[src/rtl/tx_start_ctrl_pkg.sv]
// Shared types and constants for the transmit start controller slice.
package tx_start_ctrl_pkg;

  localparam int unsigned FRAME_W     = 10;
  localparam int unsigned COUNT_W     = 8;
  localparam int unsigned CLK_FREQ_HZ = 50_000_000;

  typedef enum logic [2:0] {
    IDLE,
    LOAD,
    WAIT_BUSY,
    WAIT_DONE,
    RELEASE
  } state_t;

endpackage

[src/rtl/tx_start_ctrl_if.sv]
// Start/busy handshake and frame payload between the start controller and the transmitter.
interface tx_start_ctrl_if;
  import tx_start_ctrl_pkg::*;

  logic               TxStart;
  logic               TxBusy;
  logic [FRAME_W-1:0] TxData;

  modport master (output TxStart, output TxData, input TxBusy);
  modport slave  (input TxStart, input TxData, output TxBusy);
endinterface

[src/rtl/tx_start_ctrl_debouncer.sv]
// 2-FF synchroniser plus counter debouncer for a board key; emits the stable level and a rise pulse.
module tx_start_ctrl_debouncer #(
  parameter int unsigned DebounceCycles = 500000
) (
  input  logic clk,
  input  logic rst_n,
  input  logic key_raw,
  output logic level,
  output logic rise
);

  localparam int unsigned        CNT_W    = (DebounceCycles > 2) ? $clog2(DebounceCycles) : 1;
  localparam logic [CNT_W-1:0]   CNT_LAST = CNT_W'(DebounceCycles - 1);

  logic             sync1;
  logic             sync2;
  logic             stable;
  logic             armed;
  logic [1:0]       settle;
  logic [CNT_W-1:0] cnt;

  // A key held through reset is not reported as a press: rises only count once
  // the synchronised level has been seen released after the pipeline refilled.
  always_ff @(posedge clk) begin
    if (!rst_n) begin
      sync1  <= 1'b0;
      sync2  <= 1'b0;
      stable <= 1'b0;
      armed  <= 1'b0;
      settle <= '0;
      cnt    <= '0;
      rise   <= 1'b0;
    end else begin
      sync1  <= key_raw;
      sync2  <= sync1;
      settle <= {settle[0], 1'b1};
      rise   <= 1'b0;
      if (settle[1] && !sync2) begin
        armed <= 1'b1;
      end
      if (sync2 == stable) begin
        cnt <= '0;
      end else if (cnt == CNT_LAST) begin
        stable <= sync2;
        cnt    <= '0;
        rise   <= sync2 & armed;
      end else begin
        cnt <= cnt + CNT_W'(1);
      end
    end
  end

  assign level = stable;

endmodule

[src/rtl/tx_start_ctrl.sv]
// Debounces the Start key, snapshots the switches and issues one transmit request per press.
module tx_start_ctrl
  import tx_start_ctrl_pkg::*;
#(
  parameter int unsigned DebounceCycles = 500000,
  parameter int unsigned AckTimeout     = 1024,
  parameter bit          StartActiveLow = 1'b0
) (
  input  logic               CLK,
  input  logic               RSTn,
  input  logic               Start,
  input  logic [FRAME_W-1:0] SWIn,
  tx_start_ctrl_if.master    tx,
  output logic               Pending,
  output logic [COUNT_W-1:0] FrameCount,
  output logic               Error
);

  localparam int unsigned    TO_W    = (AckTimeout > 1) ? $clog2(AckTimeout) : 1;
  localparam logic [TO_W-1:0] TO_LAST = TO_W'(AckTimeout - 1);

  logic start_in;
  logic start_level;
  logic press;

  logic [FRAME_W-1:0] sw_s1;
  logic [FRAME_W-1:0] sw_s2;

  state_t             state_q,     state_d;
  logic               tx_start_q,  tx_start_d;
  logic [FRAME_W-1:0] tx_data_q,   tx_data_d;
  logic               pending_q,   pending_d;
  logic [COUNT_W-1:0] frame_cnt_q, frame_cnt_d;
  logic               error_q,     error_d;
  logic [TO_W-1:0]    to_cnt_q,    to_cnt_d;

  assign start_in = Start ^ StartActiveLow;

  tx_start_ctrl_debouncer #(
    .DebounceCycles(DebounceCycles)
  ) u_start_db (
    .clk    (CLK),
    .rst_n  (RSTn),
    .key_raw(start_in),
    .level  (start_level),
    .rise   (press)
  );

  always_ff @(posedge CLK) begin
    if (!RSTn) begin
      sw_s1       <= '0;
      sw_s2       <= '0;
      state_q     <= IDLE;
      tx_start_q  <= 1'b0;
      tx_data_q   <= '0;
      pending_q   <= 1'b0;
      frame_cnt_q <= '0;
      error_q     <= 1'b0;
      to_cnt_q    <= '0;
    end else begin
      sw_s1       <= SWIn;
      sw_s2       <= sw_s1;
      state_q     <= state_d;
      tx_start_q  <= tx_start_d;
      tx_data_q   <= tx_data_d;
      pending_q   <= pending_d;
      frame_cnt_q <= frame_cnt_d;
      error_q     <= error_d;
      to_cnt_q    <= to_cnt_d;
    end
  end

  always_comb begin
    state_d     = state_q;
    tx_start_d  = 1'b0;
    tx_data_d   = tx_data_q;
    pending_d   = pending_q;
    frame_cnt_d = frame_cnt_q;
    error_d     = error_q;
    to_cnt_d    = to_cnt_q;
    case (state_q)
      IDLE: begin
        if (press) begin
          tx_data_d = sw_s2;
          pending_d = 1'b1;
          state_d   = LOAD;
        end
      end
      LOAD: begin
        if (!tx.TxBusy) begin
          tx_start_d = 1'b1;
          to_cnt_d   = '0;
          state_d    = WAIT_BUSY;
        end
      end
      WAIT_BUSY: begin
        if (tx.TxBusy) begin
          state_d = WAIT_DONE;
        end else if (to_cnt_q == TO_LAST) begin
          error_d   = 1'b1;
          pending_d = 1'b0;
          state_d   = RELEASE;
        end else begin
          to_cnt_d = to_cnt_q + TO_W'(1);
        end
      end
      WAIT_DONE: begin
        if (!tx.TxBusy) begin
          frame_cnt_d = frame_cnt_q + COUNT_W'(1);
          pending_d   = 1'b0;
          state_d     = RELEASE;
        end
      end
      RELEASE: begin
        if (!start_level) begin
          state_d = IDLE;
        end
      end
      default: state_d = IDLE;
    endcase
  end

  assign tx.TxStart = tx_start_q;
  assign tx.TxData  = tx_data_q;
  assign Pending    = pending_q;
  assign FrameCount = frame_cnt_q;
  assign Error      = error_q;

endmodule

[src/flat_wrapper.sv]
// flat-port wrapper written by rule: the top's interface ports become plain ports
module tx_start_ctrl_flat import tx_start_ctrl_pkg::*;
#(
  parameter int unsigned DebounceCycles = 500000,
  parameter int unsigned AckTimeout     = 1024,
  parameter bit          StartActiveLow = 1'b0
)
  (CLK, RSTn, Start, SWIn, Pending, FrameCount, Error, tx_TxStart, tx_TxData, tx_TxBusy);
  tx_start_ctrl_if tx_i ();
  input  logic CLK;
  input  logic RSTn;
  input  logic Start;
  input  logic [FRAME_W-1:0] SWIn;
  output logic Pending;
  output logic [COUNT_W-1:0] FrameCount;
  output logic Error;
  output wire logic [$bits(tx_i.TxStart)-1:0] tx_TxStart;
  output wire logic [$bits(tx_i.TxData)-1:0] tx_TxData;
  input wire logic [$bits(tx_i.TxBusy)-1:0] tx_TxBusy;
  assign tx_TxStart = tx_i.TxStart;
  assign tx_TxData = tx_i.TxData;
  assign tx_i.TxBusy = tx_TxBusy;
  tx_start_ctrl #(.DebounceCycles(DebounceCycles), .AckTimeout(AckTimeout), .StartActiveLow(StartActiveLow)) u_core (.CLK(CLK), .RSTn(RSTn), .Start(Start), .SWIn(SWIn), .tx(tx_i), .Pending(Pending), .FrameCount(FrameCount), .Error(Error));
endmodule
[config.mk]
export PLATFORM = sky130hd
export DESIGN_NAME = tx_start_ctrl_flat
export DESIGN_NICKNAME = d
export VERILOG_FILES = /design/src/rtl/tx_start_ctrl_pkg.sv /design/src/rtl/tx_start_ctrl_if.sv /design/src/rtl/tx_start_ctrl_debouncer.sv /design/src/rtl/tx_start_ctrl.sv /design/src/flat_wrapper.sv
export SDC_FILE = /design/constraint.sdc
export NUM_CORES = 1
export LEC_CHECK = 0
export ABC_AREA = 1
export BUFFER_PORTS_ARGS = -buffer_cell sky130_fd_sc_hd__clkbuf_2
export CAP_MARGIN = 20
export CORE_UTILIZATION = 65
export CTS_BUF_LIST = sky130_fd_sc_hd__clkbuf_2
export CTS_CLUSTER_SIZE = 14
export DETAILED_ROUTE_END_ITERATION = 8
export PLACE_DENSITY = 0.86
export SYNTH_ARGS = -nofsm -noshare
export SYNTH_HDL_FRONTEND = slang
export SYNTH_SLANG_ARGS = --single-unit
[constraint.sdc]
create_clock -name CLK -period 2.3 [get_ports CLK]
set_clock_uncertainty 0.1 [all_clocks]
set_input_delay 0.575 -clock CLK [delete_from_list [all_inputs] [get_ports CLK]]
set_output_delay 0.575 -clock CLK [all_outputs]
set_load 0.01 [all_outputs]
# After elaboration in Yosys (flattened, before gate mapping)

Index checks and enable logic that the tools add are counted.

Add/sub/neg operators: 3
Shift-type cells: 0
Reductions and logical operators: 15
Bitwise gates (word level): 5
Magnitude comparators: 0
Divide/modulo/power cells: 0
Equality and inequality tests: 15
$mul: 0
Multiplexer cells: 18

Operators with widths:

| kind                                                 | number |
|---|---|
| two-way mux 10 bit                                   | 3 |
| one-hot mux 10 bit (2 select lines)                  | 1 |
| adder 19 x 1 -> 19 bit (second input constant)       | 1 |
| equality test 19 bit (second input constant)         | 1 |
| two-way mux 3 bit                                    | 6 |
| one-hot mux 3 bit (5 select lines)                   | 1 |
| != test 2 bit (second input constant)                | 6 |
| adder 10 x 1 -> 10 bit (second input constant)       | 1 |
| equality test 10 bit (second input constant)         | 1 |
| AND reduction 5 bit                                  | 2 |
| adder 8 x 1 -> 8 bit (second input constant)         | 1 |
| AND reduction 2 bit                                  | 4 |
| equality test 3 x 2 -> 1 bit (second input constant) | 2 |
| two-way mux 1 bit                                    | 6 |
| OR reduction 3 bit                                   | 2 |
| NOT 1 bit                                            | 4 |
| AND reduction 4 bit                                  | 1 |
| equality test 3 x 1 -> 1 bit (second input constant) | 1 |
| equality test 3 bit (second input constant)          | 1 |
| zero test 3 bit                                      | 1 |
| != test 3 x 2 -> 1 bit (second input constant)       | 1 |
| one-hot mux 1 bit (3 select lines)                   | 1 |
| AND reduction 3 bit                                  | 1 |
| nonzero test 3 bit                                   | 1 |
| other kinds (6)                                      | 6 |

Bits in latches: 0
Bits in writable memories: 0
Register bits after elaboration: 80
Bits of input ports: 14
Memories: 0
Output and inout bits: 21
Logic and storage cells: 73
ROM bits: 0

# Longest topological paths before layout

Depth in word-level cells: 4
Gate-level depth with buffers: 9
Mapped depth without buffers: 9

# Hierarchy

A second synthesis with hierarchy kept.

Cell total of the unflattened synthesis: 476
Area, all modules: 3513.4 µm²

By module, submodules not included:

| module                  | cells each | area an instance (µm²) | instances | seq. area each (µm²) |
|---|---|---|---|---|
| tx_start_ctrl           | 295        | 2240.9                 | 1         | 1081.0 |
| tx_start_ctrl_debouncer | 181        | 1272.5                 | 1         | 520.5 |

# Worst setup path after synthesis

Ideal clock, no wire load.

Kind: register to register
Start: register u_core.to_cnt_q[0]
End: register u_core.to_cnt_q[4]
Library setup time: 115 ps
Buffers on the path: 1
Data required time: 2085 ps
Period minus slack after synthesis: 1540 ps
Setup slack: 760 ps
Stages on the path, launching flop included: 10
Data arrival time: 1325 ps
Cells stage by stage: dfxtp_1 -> ha_1 -> nand2_1 -> nor2_4 -> nand3_2 -> nand2_4 -> nand2_4 -> buf_6 -> a21oi_1 -> nor2_1

Longest elaborated chain between the ends: 4
Elaborated cells on any way between the ends: 7
Those cells by class: add/sub (1); eq/ne (2); mux (3); reduce/logical (1)

Ends and longest elaborated chain:

| element                             | RTL line             | RTL |
|---|---|---|
| from (decl)                         | tx_start_ctrl.sv:35  | `logic [TO_W-1:0] to_cnt_q, to_cnt_d;` |
| from (signal assigned)              | tx_start_ctrl.sv:69  | `to_cnt_q <= to_cnt_d;` |
| adder 10 x 1 -> 10 bit              | tx_start_ctrl.sv:104 | `to_cnt_d = to_cnt_q + TO_W'(1);` |
| two-way mux 10 bit                  | tx_start_ctrl.sv:99  | `end else if (to_cnt_q == TO_LAST) begin` |
| two-way mux 10 bit                  | tx_start_ctrl.sv:97  | `if (tx.TxBusy) begin` |
| one-hot mux 10 bit (2 select lines) | tx_start_ctrl.sv:81  | `case (state_q)` |

Several ways; a longest one is shown, not always the timed one. The select of a mux whose other input is x is not followed.
A chain may end at the register's enable or synchronous reset.

# Worst setup path after layout

Start: register u_core.state_q[0]
End: register u_core.tx_data_q[3], in the netlist u_core.tx.TxData[3]

Longest elaborated chain between the ends: 2

Ends and longest elaborated chain:

| element                              | RTL line            | RTL |
|---|---|---|
| from (decl)                          | tx_start_ctrl.sv:29 | `state_t state_q, state_d;` |
| from (signal assigned)               | tx_start_ctrl.sv:63 | `state_q <= state_d;` |
| zero test 3 bit                      | tx_start_ctrl.sv:81 |  |
| AND reduction 2 bit (no source line) | --                  |  |
| to (signal assigned)                 | tx_start_ctrl.sv:65 | `tx_data_q <= tx_data_d;` |
| to (decl)                            | tx_start_ctrl.sv:31 | `logic [FRAME_W-1:0] tx_data_q, tx_data_d;` |

Every way passes these cells.

==> results.sh <==
export IMPL_rsz0062_at_grt="no"
export IMPL_hp_class="input port to register"
export IMPL_clockBufferDepth=2
export IMPL_final_hold_violation_count=0
export IMPL_slew_viol_final=0
export IMPL_multi_input_area_mm2=0.00148
export IMPL_coreArea_mm2=0.00511
export IMPL_tightest_slew_ps=659
export IMPL_grt_use_total_pct=24.9
export IMPL_syn_avg_cell_area_um2=7.20
export IMPL_initial_utilization_pct=67.8
export IMPL_clkTransAtPathRegs_ps=250
export IMPL_routed_wl_um=6660
export IMPL_layout_commonest_cell="nand2_1"
export IMPL_final_setup_tns_ps=0
export IMPL_p_leak_nw=1.64
export IMPL_cp_max_fo=20
export IMPL_clk_insertion_delay_late_ps=540
export IMPL_die_y_um=75.0
export IMPL_routedWlPerCell_um=11.3
export IMPL_grt_overflow_total=0
export IMPL_maxCapViolations=0
export IMPL_peakVddDrop_v=0.000528
export IMPL_dp_hpwl_um=4800
export IMPL_cts_hold_fix_buffers=0
export IMPL_power_density_mw_per_mm2=744
export IMPL_fp_dieArea_mm2=0.00562
export IMPL_grt_max_degree=46
export IMPL_fp_dieW_um=75.0
export IMPL_vias=3024
export IMPL_fin_nets=533
export IMPL_num_rows=26
export IMPL_crit_arrival_ps=2160
export IMPL_fmax_ghz=0.549
export IMPL_start_kind="register"
export IMPL_fin_crit_sh_pct=79.2
export IMPL_path_class="register to register"
export IMPL_io_buffers=34
export IMPL_cts_root_buffer="clkbuf_2"
export IMPL_layout_common_cells="101 x nand2_1, 80 x dfxtp_1, 79 x inv_1, 52 x nor2_1, 43 x clkbuf_2"
export IMPL_cts_htree_levels=3
export IMPL_relSlewSlack_pct=55.9
export IMPL_syn_inst=481
export IMPL_holdWs_ps=88.0
export IMPL_cts_made_buffers=9
export IMPL_ys_warn_count=0
export IMPL_ys_seq_area_share_pct=46.3
export IMPL_drcViolationCount=0
export IMPL_ant_nets=0
export IMPL_dr_first_iter_drc_count=150
export IMPL_finalSetupViolations=0
export IMPL_drive_above_1_share_pct=14.2
export IMPL_drt_vias_per_instance=5.12
export IMPL_gp_congestion=0.882
export IMPL_grt_pass1_wl_um=10500
export IMPL_cts_tree="yes"
export IMPL_n_antenna_cell=0
export IMPL_fillers=429
export IMPL_regArea_mm2=0.00160
export IMPL_post_route_min_period_ps=1820
export IMPL_syn_nets=498
export IMPL_yosysUniqueCellTypes=28
export IMPL_area_growth_syn_to_layout_pct=10.3
export IMPL_postCtsSetupRepairBufs=0
export IMPL_drt_first_pass_iters=4
export IMPL_grt_pass1_vias=2551
export IMPL_cts_sinks=80
export IMPL_antenna_found_initial=0
export IMPL_crit_required_ps=2640
export IMPL_crit_path_end_kind="register"
export IMPL_cts_resized=0
export IMPL_synth_seq_cells=80
export IMPL_synth_area_mm2=0.00346
export IMPL_status="finished clean"
export IMPL_io_pins=35
final cells by class:
class | instances | share of cell area (%)
tap | 70 | 2.29
clock buffer | 9 | 1.18
timing repair buffer | 36 | 4.85
inverter | 82 | 8.06
clock inverter | 7 | 2.85
sequential | 80 | 42.0
multi-input combinational | 307 | 38.8
registers in the layout, indices dropped and copies added, names as in the netlist, 2 cells and up:
| name | flops |
|---|---|
| u_core.u_start_db.settle | 2 |
| u_core.sw_s2 | 10 |
| u_core.u_start_db.cnt | 19 |
| u_core.sw_s1 | 10 |
| u_core.tx.TxData | 10 |
| u_core.to_cnt_q | 10 |
| u_core.state_q | 3 |
| u_core.FrameCount | 8 |
stage by stage:
step | util, % | instances | setup WS [ps] | total power, mW | cell area, um2
3_3_place_gp | 71.7 | 575 | 599 | 1.91 | 3660
6_report | 74.7 | 591 | 477 | 2.84 | 3820
5_1_grt | 74.7 | 591 | 294 | 2.97 | 3820
2_1_floorplan | - | 481 | 760 | 1.86 | 3460
4_1_cts | 74.7 | 591 | 462 | 2.84 | 3820
3_5_place_dp | 71.7 | 575 | 486 | 1.93 | 3660
layer usage:
| metal | share of wire (%) | up-vias | wire length [um] | track usage, % |
|---|---|---|---|---|
| li1 | - | 1600 | - | - |
| met1 | 44 | 1346 | 2960 | 29.3 |
| met2 | 49 | 66 | 3280 | 42.8 |
| met3 | 4.5 | 12 | 299 | 6.83 |
| met4 | 1.7 | 0 | 114 | 10.1 |
| met5 | 0 | - | 0 | 0 |
power by group:
| group | total (mW) | internal (mW) | leakage (nW) | switching [mW] |
|---|---|---|---|---|
| logic | 0.393 | 0.132 | 0.896 | 0.262 |
| clock network | 0.934 | 0.386 | 0.0909 | 0.548 |
| registers | 1.51 | 1.45 | 0.651 | 0.0605 |
| total | 2.84 | 1.97 | 1.64 | 0.871 |
worst max-delay path, stage by stage (launching register included):
cell	delay, ps
dfxtp_1	440
nor2_1	230
nand3_1	510
o21ai_0	370
a21oi_1	60
path summary, 6_finish.rpt:
kind | startpoint | end | slack (ps) | cells after the start
worst min register to register | u_core.sw_s1[9] | u_core.sw_s2[9] | 330 | 2
worst max-delay path | u_core.state_q[0] | u_core.tx.TxData[3] | 480 | 4
worst min-delay path | SWIn[0] | u_core.sw_s1[0] | 90 | 3
worst max register to register | u_core.state_q[0] | u_core.tx.TxData[3] | 480 | 4
Yosys cell counts:
master / number / share of area [%]
a21oi_1: 41 / 5.9
a22oi_1: 2 / 0.43
buf_1: 1 / 0.11
buf_2: 2 / 0.29
buf_6: 3 / 0.98
clkbuf_1: 6 / 0.65
dfxtp_1: 80 / 46
ha_1: 3 / 1.1
inv_1: 79 / 8.6
inv_2: 3 / 0.33
nand2_1: 101 / 11
nand2_2: 3 / 0.54
nand2_4: 2 / 0.65
nand3_1: 37 / 5.4
nand3_2: 3 / 0.87
nand4_1: 12 / 2.2
nand4_2: 1 / 0.36
nor2_1: 52 / 5.6
nor2_2: 5 / 0.90
nor2_4: 3 / 0.98
nor3_1: 10 / 1.4
nor3_2: 2 / 0.58
nor3b_1: 1 / 0.22
o21ai_0: 21 / 3.0
o21ai_1: 3 / 0.43
o21bai_1: 1 / 0.22
xnor2_1: 2 / 0.51
xor2_1: 2 / 0.51
logic make-up (layout without fill, tap and decap cells):
| family | count (synthesis) | after routing | share of synthesized area, % |
|---|---|---|---|
| compound gates | 68 | 68 | 10.1 |
| xor+xnor | 4 | 4 | 1.01 |
| flops | 80 | 80 | 46.3 |
| simple gates | 232 | 232 | 30.7 |
| buf+inv | 94 | 134 | 10.9 |
| fa+ha+maj | 3 | 3 | 1.08 |
Power figures use the tool's default switching activity.
